--- config.mk ---
export PLATFORM = sky130hd
export DESIGN_NAME = ghr_checkpoint_manager
export DESIGN_NICKNAME = d
export VERILOG_FILES = /design/src/rtl/ghr_checkpoint_manager.sv
export SDC_FILE = /design/constraint.sdc
export NUM_CORES = 1
export LEC_CHECK = 0
export ABC_CLOCK_PERIOD_IN_PS = 4300
export BUFFER_PORTS_ARGS = -buffer_cell sky130_fd_sc_hd__buf_2
export CAP_MARGIN = 20
export CORE_MARGIN = 2
export CORE_UTILIZATION = 40
export CTS_BUF_LIST = sky130_fd_sc_hd__clkbuf_4
export DETAILED_ROUTE_END_ITERATION = 8
export GPL_ROUTABILITY_DRIVEN = 1
export SYNTH_ARGS = -nofsm -noshare
export SYNTH_HDL_FRONTEND = slang
export SYNTH_SLANG_ARGS = --single-unit
--- constraint.sdc ---
create_clock -name clk -period 4.3 [get_ports clk]
set_clock_uncertainty 0.2 [all_clocks]
set_input_delay 0.645 -clock clk [delete_from_list [all_inputs] [get_ports clk]]
set_output_delay 0.645 -clock clk [all_outputs]
set_load 0.02 [all_outputs]
--- src/rtl/ghr_checkpoint_manager.sv ---
// Speculative/architectural global history registers with an in-order checkpoint
// ring that restores speculative history on misprediction repair or flush.
module ghr_checkpoint_manager #(
  parameter int HIS_LEN    = 4,
  parameter int CKPT_DEPTH = 8,
  parameter int TAG_W      = $clog2(CKPT_DEPTH)
) (
  input  logic               clk,
  input  logic               rst,
  input  logic               pred_valid_i,
  input  logic               pred_taken_i,
  output logic               pred_ready_o,
  output logic [TAG_W-1:0]   pred_tag_o,
  output logic [HIS_LEN-1:0] pred_ckpt_o,
  input  logic               repair_valid_i,
  input  logic [TAG_W-1:0]   repair_tag_i,
  input  logic               repair_taken_i,
  input  logic               commit_valid_i,
  input  logic               commit_taken_i,
  input  logic               flush_i,
  output logic [HIS_LEN-1:0] ghr_spec_o,
  output logic [HIS_LEN-1:0] ghr_arch_o,
  output logic [TAG_W:0]     ckpt_count_o
);

  localparam int PTR_W = TAG_W + 1;

  logic [HIS_LEN-1:0] spec_q, spec_d;
  logic [HIS_LEN-1:0] arch_q, arch_d;
  logic [PTR_W-1:0]   head_q, head_d;
  logic [PTR_W-1:0]   tail_q, tail_d;
  logic [PTR_W-1:0]   count;
  logic [TAG_W-1:0]   rep_off;
  logic               full, empty, commit_fire, accept, repair_ok;

  logic [HIS_LEN-1:0] ckpt_q [CKPT_DEPTH];

  function automatic logic [HIS_LEN-1:0] shift_in(input logic [HIS_LEN-1:0] g,
                                                  input logic b);
    return {g[HIS_LEN-2:0], b};
  endfunction

  always_comb begin
    count       = tail_q - head_q;
    empty       = (count == '0);
    full        = (count == PTR_W'(CKPT_DEPTH));
    commit_fire = commit_valid_i && !empty;
    // Distance of the repaired tag from head; only tags currently in flight are honoured.
    rep_off     = repair_tag_i - head_q[TAG_W-1:0];
    repair_ok   = repair_valid_i && ({1'b0, rep_off} < count);
    accept      = pred_valid_i && !full && !flush_i && !repair_valid_i;

    head_d = head_q + PTR_W'(commit_fire);
    arch_d = commit_fire ? shift_in(arch_q, commit_taken_i) : arch_q;

    spec_d = spec_q;
    tail_d = tail_q;
    if (flush_i) begin
      spec_d = arch_d;
      tail_d = head_d;
    end else if (repair_ok) begin
      // Rebuilding tail from head keeps the wrap bit consistent across wrap-around.
      spec_d = shift_in(ckpt_q[repair_tag_i], repair_taken_i);
      tail_d = head_q + PTR_W'(rep_off) + PTR_W'(1);
    end else if (accept) begin
      spec_d = shift_in(spec_q, pred_taken_i);
      tail_d = tail_q + PTR_W'(1);
    end
  end

  always_ff @(posedge clk or negedge rst) begin
    if (!rst) begin
      spec_q <= '0;
      arch_q <= '0;
      head_q <= '0;
      tail_q <= '0;
    end else begin
      spec_q <= spec_d;
      arch_q <= arch_d;
      head_q <= head_d;
      tail_q <= tail_d;
    end
  end

  always_ff @(posedge clk) begin
    if (accept) ckpt_q[tail_q[TAG_W-1:0]] <= spec_q;
  end

  assign pred_ready_o = !full;
  assign pred_tag_o   = tail_q[TAG_W-1:0];
  assign pred_ckpt_o  = spec_q;
  assign ghr_spec_o   = spec_q;
  assign ghr_arch_o   = arch_q;
  assign ckpt_count_o = count;

  // Retiring with nothing in flight is a back-end protocol violation.
  assert property (@(posedge clk) disable iff (!rst) !(commit_valid_i && empty));

endmodule

* Yosys cells after proc, flatten, opt, wreduce, memory -nomap -nowiden
Memories as Yosys holds them, arrays and structs flattened.
Index checks and enable logic that the tools add are counted.
** Storage, ports and cells
- Register bits after elaboration :: 16
- Bits in writable memories :: 32
- Input port bits :: 12
- Memories kept :: 1
** Memories
- ckpt_q :: depth 8, bits a word 4, read ports 1, clocked after memory_dff 0, write ports 1, line 36 : logic [HIS_LEN-1:0] ckpt_q [CKPT_DEPTH];
** Cells by class
- $add $sub $neg :: 6
- $lt $le $gt $ge :: 1
- Eq/ne operators :: 1
- Muxes and demuxes :: 9
- Reduce and logical (&&, ||, !) cells :: 11
** Operators with widths (number)
- 4-bit 2-to-1 mux :: 7
- 4-bit by 1-bit adder with 4-bit output (second input constant) :: 2
- 1-bit logical AND :: 5
- 4-bit by 1-bit adder with 4-bit output :: 1
- 4-bit by 3-bit adder with 4-bit output :: 1
- 4-bit equality test (second input constant) :: 1
- 1-bit zero test :: 4
- 4-bit zero test :: 1
- 3-bit by 4-bit less-than comparator with 1-bit output :: 1
- 4-bit subtractor :: 1
- 3-bit nonzero test :: 1
- 3-bit subtractor :: 1
- 1-bit 2-to-1 mux :: 2

* Logic depth before layout (Yosys ltp)
Gate-level depths: netlist of run 1.
- Depth in word-level cells :: 9
- Gate-level depth with buffers :: 15

* Worst setup path before layout of run 1
OpenSTA, ideal clock, no wires.
- Path kind :: input to register
- Start :: input port repair_tag_i[0]
- End :: register spec_q[0] (netlist: ghr_spec_o[0])
- Library setup time :: 134 ps
- Arrival :: 3120 ps
- Slack :: 846 ps
- Cell stages on the path :: 12
- Path buffers :: 1
- Path through :: buf_2 -> inv_1 -> ha_1 -> inv_1 -> fa_1 -> ha_1 -> or3_1 -> a21oi_1 -> o31a_1 -> a311oi_4 -> a2111oi_0 -> nor3_1
** On the way
- Longest elaborated chain between the ends :: 5
- Elaborated cells between the ends (all ways) :: 6
- Those cells by class :: add/sub: 1; order compare: 1; mux: 2; reduce/logical: 2
** RTL lines
- start, declared :: line 16 : input logic [TAG_W-1:0] repair_tag_i,
- 3-bit subtractor (*) :: line 49 : rep_off = repair_tag_i - head_q[TAG_W-1:0];
- 3-bit by 4-bit less-than comparator with 1-bit output (*) :: line 50 : repair_ok = repair_valid_i && ({1'b0, rep_off} < count);
- 1-bit logical AND (*) :: line 50
- 4-bit 2-to-1 mux :: line 61 : end else if (repair_ok) begin
- 4-bit 2-to-1 mux :: line 58 : if (flush_i) begin
- end signal, assigned :: line 78 : spec_q <= spec_d;
- end, declared :: line 28 : logic [HIS_LEN-1:0] spec_q, spec_d;
Every way passes the cells marked *; elsewhere a longest branch is shown, timed or not.
A chain may end at the register's enable or synchronous reset.

* Worst setup path in the final report of run 1
Same ends and word-level chain as after synthesis.

==> metrics, run 1 <==
total core area 0.005473 mm^2; Max Slew Vio Count 0; CP startpoint repair_tag_i[0]; largest family of logic cells by synthesized area compound AO/OA/AOI/OAI gates; Netlist cell types between 40 and 50; H-tree levels 2; Clock Sinks 40; Final Cycle Share 0.8168; synthesized area 0.002258 mm^2; RR Startpoint tail_q[0]$_DFFE_PN0P_; grt ovf 0; Initial Util 0.4127; Yosys Warn Count 0; DRT met1 WL 2030 um; residual DRC count 0; Final min period 3.512 ns; post-synthesis compound-gate area fraction 0.1380; critical path's largest stage delay between 0.4 and 0.5 ns; Setup TNS 0 ns; Total GRT Usage 0.1575; DRT Pass-1 Iters 4; vias per cell 5.233; RSZ-0062 raised after global routing false; status complete, no violations; top_reg_cell synth edfxtp_1; TritonCTS clock tree yes; Async SR Flop Fraction 0.4000; clk buf depth 2; Avg Synthesized Cell Area roughly 12 um^2; syn_nets between 200 and 250; adder-cell share of the synthesized area 0.09307; initial antenna violation count 0; Detailed Place HPWL 3353 um; max-cap violations 0; WL met3 262 um; Num CTS Buffers 5; # diodes 0; sequential area share after synthesis 0.4964; Die Ht 79.14 um; CP startpoint kind primary input; Root Buffer clkbuf_4; antenna-violating nets left 0; first-pass GRT wire length 7431 um; Rel. slew slack 0.5660; Worst EP arrival 3.54 ns; crit path kind in2reg; mux cell area share after synthesis 0.06316; min-delay src ghr_spec_o[3]$_DFFE_PN0P_; layout cells sized above 1 0.2698; crit-path max FO 14; Finish-stage setup viols 0; vias in the first global route 1433; setup bufs post-CTS 0; vias 1502; Nets between 200 and 250; wire per inst 15.70 um; row cnt 27; Crit path required time 4.33 ns; post-synthesis simple-gate area fraction 0.1069; synthesized instance count 187; Clk Latency, worst-skew pair 0.35 ns; actual slew at the worst max-slew pin 0.6510 ns; met2 wire len roughly 2100 um; Fmax achieved 0.2847 GHz; port buffer count 31; CP Cell Sequence buf_2 > inv_1 > ha_1 > inv_1 > fa_1 > ha_1 > or3_1 > a21oi_1 > o31a_1 > a311oi_4 > a2111oi_0 > nor3_1; EDFF count, synth 24; Final Hold Viols 0; largest net degree at the start of global routing 17; Clock transition at path regs 0.13 ns; drt total wl 4507 um; Post-Synth XOR/XNOR Area 0.04266; #FFs+latches synth 40; chip width 79.14 um; nature of the critical path endpoint flop; DR top layer met4; slowest CP cell a2111oi_0; Area Overhead vs Synth 11.36%; Placer Congestion 0.8215; Ports 32; Hold Crit Class reg2reg; starting DRC count in detailed routing around 130; die footprint 0.006263 mm^2
## cells in the mapped netlist, types with 4 or more instances
cell / number / area share
inv_1: 14 / 0.023
ha_1: 12 / 0.066
a211oi_1: 7 / 0.023
edfxtp_1: 24 / 0.32
nor2b_1: 7 / 0.019
nor2_1: 13 / 0.022
a21oi_2: 5 / 0.019
o31ai_1: 4 / 0.013
nor3_1: 6 / 0.013
xnor2_1: 9 / 0.035
nand2_1: 11 / 0.018
dfrtp_1: 16 / 0.18
mux2_2: 4 / 0.020
buf_4: 7 / 0.023
o21ai_0: 4 / 0.0089
## worst max-delay path, delay by kind of cell
kind                     cells  cell delay [ns]
buffers and inverters        3             0.46
AND/OR/NAND/NOR              2             0.44
AO/OA/AOI/OAI                4             1.11
adder cells (fa/ha/maj)      3             0.88
## worst paths after layout
| path | endpoint | slack [ns] | depth (start not counted) |
|---|---|---|---|
| setup / recovery | ghr_spec_o[0]$_DFFE_PN0P_ | 0.79 | 12 |
| hold / removal | ghr_spec_o[3]$_DFFE_PN0P_ | 0.34 | 2 |
| setup reg to reg | ghr_spec_o[0]$_DFFE_PN0P_ | 0.86 | 12 |
| hold reg to reg | ghr_spec_o[3]$_DFFE_PN0P_ | 0.34 | 2 |
| max in group asynchronous | ghr_arch_o[1]$_DFF_PN0_ | 3.11 | 2 |
| min in group asynchronous | ghr_spec_o[0]$_DFFE_PN0P_ | 0.53 | 2 |
## state kept, by name (all words and copies together) (netlist names)
register,count
ghr_arch_o,4
ckpt_q,24
head_q,4
tail_q,4
ghr_spec_o,4
## per-layer routing
layer  global-route usage  up-vias
met5                    0        -
met4              0.05690        0
met3              0.03750        4
met2               0.2390       53
met1               0.2203      726
li1                     -      719
## cells by family after synthesis
logic type | count (synthesis)
xor gates and xnor gates | 11
muxes | 10
AOI/OAI and AO/OA | 36
and+or+nand+nor | 49
buffers and inverters | 26
DFF | 40
adders and majority gates | 15
## cell usage in the layout (no fill, tap or decap), types with 3 or more instances in the layout
master    count
mux4_2        3
nor2b_1       7
nand2_1      11
mux2_2        4
mux2i_1       3
buf_2        31
nor3_1        6
fa_1          3
dfrtp_1      16
clkbuf_4      5
a21oi_1       3
xnor2_1       9
a211oi_1      7
nand3_1       3
o21ai_0       4
inv_1        14
o31ai_1       4
nor2_1       13
ha_1         12
a21oi_2       5
edfxtp_1     24
## repair_timing
| item | 4_1_cts | 5_1_grt |
|---|---|---|
| hold buffers | 1 | 0 |
| gates resized for setup | 0 | 0 |
| endpoints found under the hold margin | 16 | 0 |
## metrics by stage
step | hold slack [ns] | setup WS (ns) | cell area (um^2) | utilization | std cells
6_report | 0.3409 | 0.7878 | 2515 | 0.4595 | 287
5_1_grt | 0.3356 | 0.5951 | 2515 | 0.4595 | 287
4_1_cts | 0.3345 | 0.7810 | 2515 | 0.4595 | 287
3_5_place_dp | 0.3070 | 0.3918 | 2421 | 0.4424 | 278
3_3_place_gp | 0.3089 | 0.5161 | 2421 | 0.4424 | 278
2_1_floorplan | 0.1494 | 0.8458 | 2258 | - | 187
## area by class of cell
class | instances | area (um^2)
clock buffer | 5 | 37.54
clock inverter | 3 | 46.29
multi-input combinational | 121 | 1002
sequential | 40 | 1121
inverter | 14 | 52.55
fill | 534 | 2958
timing repair buffer | 32 | 165.2
tap | 72 | 90.09
Power of run 1 is not shown: default switching activity piles up to over one toggle a cycle in this logic, so the estimate is an artifact.
==> inputs of run 2 (changes only) <==
--- a/config.mk
+++ b/config.mk
@@ -5,7 +5,8 @@
 export SDC_FILE = /design/constraint.sdc
 export NUM_CORES = 1
 export LEC_CHECK = 0
-export ABC_CLOCK_PERIOD_IN_PS = 4300
+export ABC_AREA = 1
+export ABC_CLOCK_PERIOD_IN_PS = 3100
 export BUFFER_PORTS_ARGS = -buffer_cell sky130_fd_sc_hd__buf_2
 export CAP_MARGIN = 20
 export CORE_MARGIN = 2
==> constraint.sdc (replaced) <==
create_clock -name clk -period 3.1 [get_ports clk]
set_clock_uncertainty 0.2 [all_clocks]
set_input_delay 0.465 -clock clk [delete_from_list [all_inputs] [get_ports clk]]
set_output_delay 0.465 -clock clk [all_outputs]
set_load 0.02 [all_outputs]
==> run 2 against run 1 <==
Utilization up 1.7 points. Synthesized cell count up 60%. Final cell count up 44%. Sequential share of layout area down 5.3 points. Register-to-register slack worse by 0.70 ns. Worst hold slack worse by 0.17 ns. Global-route usage up 1.1 points. Flip-flop and latch count unchanged. Critical path depth up 4. Via count up 29%. Count of clock-buffer cells in the layout up 1. Worst setup slack worse by 0.62 ns. Critical endpoint is now tail_q[2]$_DFFE_PN0P_. Highest routed layer unchanged.
==> metrics, run 2 <==
wire per inst 12.96 um (-17%); crit-path max FO 5 (-9); net switching power 1.679 mW; Placer Congestion 0.8584 (+4.5%); Setup TNS 0 ns (unchanged); starting DRC count in detailed routing 66 (-49%); port buffer count 31 (unchanged); Cell Pwr Density 1189 mW/mm^2; actual slew at the worst max-slew pin 0.5278 ns (-0.1232 ns); CP startpoint kind flop; Avg Synthesized Cell Area 8.361 um^2 (-31%); Min Hold Slack 0.1719 ns (-0.1690 ns); layout cells sized above 1 0.2107 (-0.05908); largest area contributor in the netlist edfxtp_1; Netlist cell types 29 (-29%); Clock transition at path regs 0.11 ns (-0.02 ns); drt total wl 5339 um (+18%); status complete, no violations; clk buf depth 2 (unchanged); Die Ht 83.06 um (+4.9%); placed instance area 0.002730 mm^2 (+13%); vias 1938 (+29%); Detailed Place HPWL 4058 um (+21%); max reg flops 24 (unchanged); initial antenna violation count 0 (unchanged); Yosys Warn Count 0 (unchanged); syn_nets 326 (+52%); sequential area share after synthesis 0.4484 (-0.04795); Root Buffer clkbuf_4; chip width 83.06 um (+4.9%); min-delay src commit_taken_i; RR Startpoint tail_q[0]$_DFFE_PN0P_; H-tree levels 2 (unchanged); Area Overhead vs Synth 14.11%; CP startpoint tail_q[0]$_DFFE_PN0P_; vias in the first global route 1923 (+34%); fin area 0.002853 mm^2 (+13%); GRT met1 Usage 0.2388 (+0.01849); first-pass GRT wire length 9321 um (+25%); P_int 1.713 mW; die footprint 0.006898 mm^2 (+10%); placed cells 401 (+44%); met3 GRT Util 0.04374 (+0.006238); #FFs+latches synth 40 (unchanged); Max Slew Vio Count 0 (unchanged); Core Util, Final 0.4762 (+0.01666); vias per cell 4.704 (-10%); Clock Sinks 40 (unchanged); Nets 363 (+51%); row cnt 28 (+3.7%); antenna-violating nets left 0 (unchanged); synthesized instance count 299 (+60%); switching share of power 0.4950; FF-to-FF End tail_q[2]$_DFFE_PN0P_; most instantiated cells after synthesis 92 x nand2_1, 49 x inv_1, 46 x nand3_1; grt ovf 0 (unchanged); worst hold endpoint ghr_arch_o[0]$_DFF_PN0_; largest net degree at the start of global routing 17 (unchanged); Synth area leaders edfxtp_1 29%, dfrtp_1 16%, nand2_1 14%; Crit path required time 3.16 ns (-1.17 ns); Clock power frac 0.102; Num CTS Buffers 5 (unchanged); Final Hold Viols 0 (unchanged); Comb pwr share 0.639; Worst Setup Slack post-DPL 0.1017 ns (-0.2902 ns); Clk Latency, worst-skew pair 0.36 ns (about the same); Final WS setup 0.1643 ns (-0.6235 ns); Synth top area share 0.2883 (-0.03083); max-cap violations 0 (unchanged); DRT Pass-1 Iters 4 (unchanged); EDFF count, synth 24 (unchanged); Layout Cells excl Fill 412 (+44%); Final Cycle Share 0.9470; total core area 0.005991 mm^2 (+9.5%); Power Total 3.392 mW; Most Crowded Layer GR met2; Total GRT Usage 0.1688 (+0.01128); Worst R2R Path Depth 16 (+4); Rel. slew slack 0.6454 (+0.07941); nature of the critical path endpoint flop; Leak 1.474 nW; residual DRC count 0 (unchanged); worst vdd ir 0.6717 mV; power share of the sequential group 0.259; Worst EP arrival 2.99 ns (-0.55 ns); Final min period 2.936 ns; Finish-stage setup viols 0 (unchanged); most frequent cells in the layout 92 x nand2_1, 49 x inv_1, 46 x nand3_1, 31 x buf_2, 24 x edfxtp_1; hold path cells 3 (+1); Fmax achieved 0.3406 GHz; r2r setup slk 0.16 ns (-0.70 ns); met2 Track Usage GR 0.2573 (+0.01835); top_reg_cell synth edfxtp_1; Ports 32 (unchanged); # diodes 0 (unchanged); Async SR Flop Fraction 0.4000 (unchanged); TritonCTS clock tree yes; Initial Util 0.4173 (+0.004628); Hold Crit Class in2reg; synthesized area 0.002500 mm^2 (+11%); crit path kind reg2reg; most common cell after layout, fill and taps aside nand2_1; cell with the most instances after synthesis nand2_1
run 2: cell count changes after synthesis, moves of 4 or more:
cell,delta
nand2_1,+81
nand3_1,+43
inv_1,+35
a211oi_1,-7
nor2b_1,-7
nand2_2,+6
xnor2_1,-6
nor3_1,-5
a21oi_2,-4
mux2_2,-4
nand3_2,+4
o21ai_0,-4
o31ai_1,-4
run 2: area by class of cell:
type                       instances  area, um^2
inverter                          52       196.4
tap                               75       93.84
multi-input combinational        195        1121
clock buffer                       6       45.04
fill                             574        3138
clock inverter                     2       35.03
sequential                        40        1121
timing repair buffer              42       240.2
run 2: metal layers:
metal	vias to the layer above	wire (um)
li1	1012	-
met5	-	0
met1	873	2578
met2	51	2461
met3	2	274
met4	0	24
run 2: logic make-up (layout without fill, tap and decap cells):
| kind of cell | count (synthesis) | after routing | share of synthesized area |
|---|---|---|---|
| AOI/OAI and AO/OA | 3 | 3 | 0.007504 |
| xor gates and xnor gates | 8 | 8 | 0.02803 |
| DFF | 40 | 40 | 0.4484 |
| adders and majority gates | 15 | 15 | 0.08408 |
| buffers and inverters | 64 | 102 | 0.1101 |
| and+or+nand+nor | 169 | 169 | 0.3218 |
run 2: critical path, stage by stage (launching register included):
cell     delay (ns)
dfrtp_1        0.36
inv_1          0.07
ha_1           0.19
inv_1          0.09
fa_1           0.43
inv_1          0.09
nand2_1        0.06
nor2_2         0.12
nand3_2        0.12
nand2_4        0.10
inv_1          0.05
ha_1           0.22
ha_4           0.17
xor2_1         0.16
or2_2          0.28
nand3_1        0.08
nand2_1        0.05
run 2: how the worst max path moves through the flow:
stage                            endpoint  slack (ns)  cells after the start
finish              tail_q[2]$_DFFE_PN0P_        0.16                     16
global route        tail_q[2]$_DFFE_PN0P_       -0.01                     16
CTS                 tail_q[1]$_DFFE_PN0P_        0.09                     15
detailed placement  tail_q[1]$_DFFE_PN0P_        0.10                     16
global placement    tail_q[1]$_DFFE_PN0P_         0.1                     16
floorplan           tail_q[2]$_DFFE_PN0P_        0.04                     16
run 2: power groups by stage:
stage               logic, mW  registers (mW)  clock network [mW]
floorplan                1.56           0.937                   0
global placement         2.11           0.890                   0
detailed placement       2.13           0.890                   0
CTS                      2.14           0.878               0.357
global route             2.47           0.899               0.383
finish                   2.17           0.878               0.347
run 2: timing repair:
item | 4_1_cts | 5_1_grt
endpoints found under the setup margin | 0 | 2
resized for setup | 0 | 2
buffers inserted | 0 | 2
hold endpoints to repair | 16 | 0
hold buffers | 1 | 0
Note: power is estimated with default switching activity, not from simulation.
